==> src/rtl/jt10_adpcma_fetch.sv <==
// ADPCM-A nibble feeder: walks ROM from the start block to the end block and
// hands one 4-bit code per sample enable to the channel decoder.
module jt10_adpcma_fetch #(
    parameter int unsigned AW = 24
) (
    input  logic          rst,
    input  logic          clk,
    input  logic          cen,
    input  logic          keyon,
    input  logic          keyoff,
    input  logic [AW-9:0] start,
    input  logic [AW-9:0] end_blk,
    output logic [AW-1:0] rom_addr,
    output logic          rom_cs,
    input  logic [7:0]    rom_data,
    input  logic          rom_ok,
    output logic [3:0]    data,
    output logic          data_valid,
    output logic          clr,
    output logic          busy,
    output logic          flag_end,
    output logic          underrun
);

    typedef enum logic {IDLE = 1'b0, RUN = 1'b1} state_t;

    state_t        state, state_n;
    logic [AW-1:0] rom_addr_n;
    logic [7:0]    cur, cur_n, nxt, nxt_n;
    logic          cur_ok, cur_ok_n, nxt_ok, nxt_ok_n;
    logic          fetch_done, fetch_done_n, hi, hi_n;
    logic          rom_cs_n, data_valid_n, clr_n, busy_n, flag_end_n, underrun_n;
    logic [3:0]    data_n;
    logic [AW-1:0] first_addr, last_addr;

    assign first_addr = {start, 8'h00};
    assign last_addr  = {end_blk, 8'hFF};

    // Next-state: keyoff beats keyon, keyon beats all run-time activity.
    always_comb begin
        state_n      = state;
        rom_addr_n   = rom_addr;
        cur_n        = cur;
        nxt_n        = nxt;
        cur_ok_n     = cur_ok;
        nxt_ok_n     = nxt_ok;
        fetch_done_n = fetch_done;
        hi_n         = hi;
        data_n       = data;
        data_valid_n = 1'b0;
        clr_n        = 1'b0;
        flag_end_n   = flag_end;
        underrun_n   = underrun;
        rom_cs_n     = 1'b0;
        busy_n       = 1'b0;

        if (keyoff) begin
            state_n = IDLE;
        end else if (keyon) begin
            state_n      = RUN;
            rom_addr_n   = first_addr;
            cur_ok_n     = 1'b0;
            nxt_ok_n     = 1'b0;
            fetch_done_n = 1'b0;
            hi_n         = 1'b1;
            flag_end_n   = 1'b0;
            underrun_n   = 1'b0;
            clr_n        = 1'b1;
        end else if (state == RUN) begin
            if (rom_cs && rom_ok) begin
                nxt_n    = rom_data;
                nxt_ok_n = 1'b1;
                if (rom_addr == last_addr) fetch_done_n = 1'b1;
                else                       rom_addr_n   = rom_addr + AW'(1);
            end
            if (!cur_ok && nxt_ok) begin
                cur_n    = nxt;
                cur_ok_n = 1'b1;
                nxt_ok_n = 1'b0;
                hi_n     = 1'b1;
            end
            if (cen) begin
                if (cur_ok) begin
                    data_n       = hi ? cur[7:4] : cur[3:0];
                    data_valid_n = 1'b1;
                    if (hi) hi_n     = 1'b0;
                    else    cur_ok_n = 1'b0;
                end else if (!nxt_ok && fetch_done) begin
                    flag_end_n = 1'b1;
                    state_n    = IDLE;
                end else begin
                    underrun_n = 1'b1;
                end
            end
        end

        // A restart while a request is open drops rom_cs for one cycle first.
        if (keyon && !keyoff) rom_cs_n = !rom_cs;
        else                  rom_cs_n = (state_n == RUN) && !nxt_ok_n && !fetch_done_n;
        busy_n = (state_n == RUN);
    end

    always_ff @(posedge clk) begin
        if (rst) begin
            state      <= IDLE;
            rom_addr   <= '0;
            rom_cs     <= 1'b0;
            cur        <= '0;
            nxt        <= '0;
            cur_ok     <= 1'b0;
            nxt_ok     <= 1'b0;
            fetch_done <= 1'b0;
            hi         <= 1'b1;
            data       <= '0;
            data_valid <= 1'b0;
            clr        <= 1'b0;
            busy       <= 1'b0;
            flag_end   <= 1'b0;
            underrun   <= 1'b0;
        end else begin
            state      <= state_n;
            rom_addr   <= rom_addr_n;
            rom_cs     <= rom_cs_n;
            cur        <= cur_n;
            nxt        <= nxt_n;
            cur_ok     <= cur_ok_n;
            nxt_ok     <= nxt_ok_n;
            fetch_done <= fetch_done_n;
            hi         <= hi_n;
            data       <= data_n;
            data_valid <= data_valid_n;
            clr        <= clr_n;
            busy       <= busy_n;
            flag_end   <= flag_end_n;
            underrun   <= underrun_n;
        end
    end

endmodule

==> config.mk <==
export PLATFORM = sky130hd
export DESIGN_NAME = jt10_adpcma_fetch
export DESIGN_NICKNAME = d
export VERILOG_FILES = /design/src/rtl/jt10_adpcma_fetch.sv
export SDC_FILE = /design/constraint.sdc
export NUM_CORES = 1
export LEC_CHECK = 0
export ABC_CLOCK_PERIOD_IN_PS = 2100
export CAP_MARGIN = 20
export CORE_AREA = 2 2 84 86
export DETAILED_ROUTE_END_ITERATION = 7
export DIE_AREA = 0 0 86 88
export PLACE_DENSITY = 0.75
export SYNTH_ARGS = -nofsm -noshare
export SYNTH_HDL_FRONTEND = slang
export SYNTH_SLANG_ARGS = --single-unit
==> constraint.sdc <==
create_clock -name clk -period 2.1 [get_ports clk]
set_input_delay 0.63 -clock clk [delete_from_list [all_inputs] [get_ports clk]]
set_output_delay 0.63 -clock clk [all_outputs]
set_load 0.01 [all_outputs]
==> metrics, run 1 <==
CTS tree=built; GRT met3 Usage=a little over 5%; router iterations before antenna repair=5; TritonCTS buffer count=5; fin crit share=about 98%; count leader, synth=dfxtp_1; H-tree Lvls=2; Post-DP HPWL=between 6 and 7 mm; most used routing layer=met2; diode count=0; Post-synth EDFFs=0; status=complete, no violations; setup TNS=0 ns; count of cell types in the netlist=50; Initial Utilization=between 40% and 50%; min setup slack post-route=roughly 0.048 ns; final hold vios=0; Post-synth top flop=dfxtp_1; DRC=0; Worst path slowest cell=dfxtp_1; first-pass GRT wire length=about 14 mm; Leak=between 1.5 and 2 nW; Post-synth top cells=dfxtp_1, nor2_1, nand2_1; gp weighted congestion=0.892; number of global-route vias before repair=roughly 3k; core area=0.00664 mm^2; Clk pin slew, worst setup/hold paths=0.10 ns; Area growth, synth to finish=54.4%; Die X=around 86 um; Synth Area per Inst=between 8 and 9 um^2; Arr. time, crit path=2.31 ns; CP Max Fanout=4; Fmax=around 0.5 GHz; sequential area share after synthesis=38.3%; yosys warns=0; largest net degree at the start of global routing=46; Synth area leaders=dfxtp_1, mux2i_1, nor2_1; initial antenna violation count=0; setup repair bufs after CTS=0; Placement Setup Slack=-0.562 ns; via count=between 3k and 4k; IO buf count=79; number of routed nets with antenna violations=0; Rows=30; Hold Path Class=reg -> reg; GRT Overall Usage=23.0%; Req. time, crit path=2.36 ns; critical path cell sequence=ha_1 -> nand3_2 -> nor4_4 -> nand4_4 -> o21a_4 -> buf_4 -> o21ai_0 -> a32o_1; crit path time final=2.05 ns; Max-Cap Viols=0; DRT iter0 DRCs=~290; Worst slew margin=about 65%; # hold bufs at CTS=0; vias per cell=between 5 and 6; Pwr Total=~0.0021 W; Pwr per Cell Area=a little under 500 mW/mm^2; Max clock buf depth=2; Syn Inst Count=approximately 340; CTS Sinks=54; Die Ht=around 90 um; Synth area leader=dfxtp_1; top-area cell type share of the netlist area=38.3%; GRT overflow=0; flip-flop and latch count after synthesis=between 50 and 60; clk_skew=0.00956 ns; CP Launch Type=flip-flop; CP Class=reg -> reg; drt wl/cell=16.3 um; met1 usage=~27%; Crit path largest cell delay=0.37 ns; Die ar.=around 0.0076 mm^2; Root Buffer=clkbuf_8; Setup crit end kind=flip-flop; asr flop ratio synth=0%; Routed WL=between 8 and 9 mm; CP delay by family, top=simple AND/OR/NAND/NOR gates; M2 GR Usage=between 40% and 50%; Final Max Slew Viols=0; Post-Layout Cell Count=~540; worst vdd ir=between 300 and 400 uV; placed cells=approximately 530; Bufs and invs on worst path=1; final setup fails=0; Ports=80; layout cells sized above 1=roughly a fifth; final net count=505; Post-Syn Nets=approximately 380; Post-Syn Area=0.00282 mm^2; Worst-Margin Slew=about 0.52 ns; worst skew pair latency=0.31 ns
[registers in the layout, indices dropped and copies added, names as in the netlist]
name	cells
flag_end	1
cur	8
data	4
rom_addr	24
rom_cs	1
underrun	1
nxt	8
fetch_done	1
state	1
clr	1
data_valid	1
hi	1
nxt_ok	1
cur_ok	1
[path summary, 6_finish.rpt]
check,startpoint,endpoint,slack (ns),cells past startpoint
worst max-delay path,rom_addr[0],rom_addr[14],0.05,8
worst min-delay path,underrun,underrun,0.49,2
worst max register to register,rom_addr[0],rom_addr[14],0.05,8
worst min register to register,underrun,underrun,0.49,2
[tightest hold or removal path, stage by stage, from the launching register on]
cell     delay (ns)
dfxtp_1        0.34
a31oi_1        0.04
nor2_1         0.07
[what timing repair did]
action / CTS / global route
setup endpoints to repair: 26 / 28
gates resized for setup: 27 / 35
pin swaps: 17 / 16
gates cloned: 0 / 0
[kinds of logic after synthesis]
kind of cell	count (synthesis)	synth area share [%]
AOI/OAI and AO/OA	90	21.6
xor gates and xnor gates	18	5.59
adders and majority gates	1	0.444
buffers and inverters	25	3.95
DFF	54	38.3
muxes	20	7.10
and+or+nand+nor	129	23.0
[layer usage]
metal	routed length, um	vias up
met5	0	-
met4	125	0
met3	673	18
met2	4480	150
met1	3530	1475
li1	-	1479
[stage by stage]
| step | hold WS (ns) | instance area, um^2 | utilization (%) |
|---|---|---|---|
| 2_1_floorplan | 0.440 | 2820 | - |
| 3_3_place_gp | 0.468 | 4060 | 61.0 |
| 3_5_place_dp | 0.473 | 4060 | 61.0 |
| 4_1_cts | 0.497 | 4230 | 63.7 |
| 5_1_grt | 0.528 | 4350 | 65.5 |
| 6_report | 0.487 | 4350 | 65.5 |
[area by class of cell]
class | instances | area, um^2
multi-input cells | 258 | 1790
flip-flops and latches | 54 | 1090
repair buffers | 134 | 1240
well taps | 80 | 100
clock inverters | 3 | 45.0
inverters | 5 | 18.8
clock buffers | 5 | 68.8
fillers | 554 | 2290
[cells in the final DEF, fill, tap and decap left out, types with 5 or more instances in the layout]
cell and instances:
a21oi_1 22, a31oi_1 7, and3_1 7, buf_4 48, buf_6 5, clkbuf_8 5
clkdlybuf4s15_1 5, clkdlybuf4s50_1 65, dfxtp_1 50, dlygate4sd2_1 6, inv_1 5, mux2i_1 20
nand2_1 27, nand3_1 7, nor2_1 43, nor3_1 6, o211ai_1 6, o21ai_0 7
o31ai_1 11, or4_1 6, xor2_1 11
[report_power, final]
group | total (W) | internal [W] | switching [W]
clock network | 0.000710 | 0.000355 | 0.000355
logic | 0.000327 | 0.000173 | 0.000155
registers | 0.00106 | 0.00104 | 0.0000202
total | 0.00210 | 0.00157 | 0.000529
Power figures use the tool's default switching activity.
==> run 2, diff against run 1 <==
CAP_MARGIN = 15   (was 20)
==> results of run 2 <==
Final layout, timing and power as in run 1 (identical DEF).
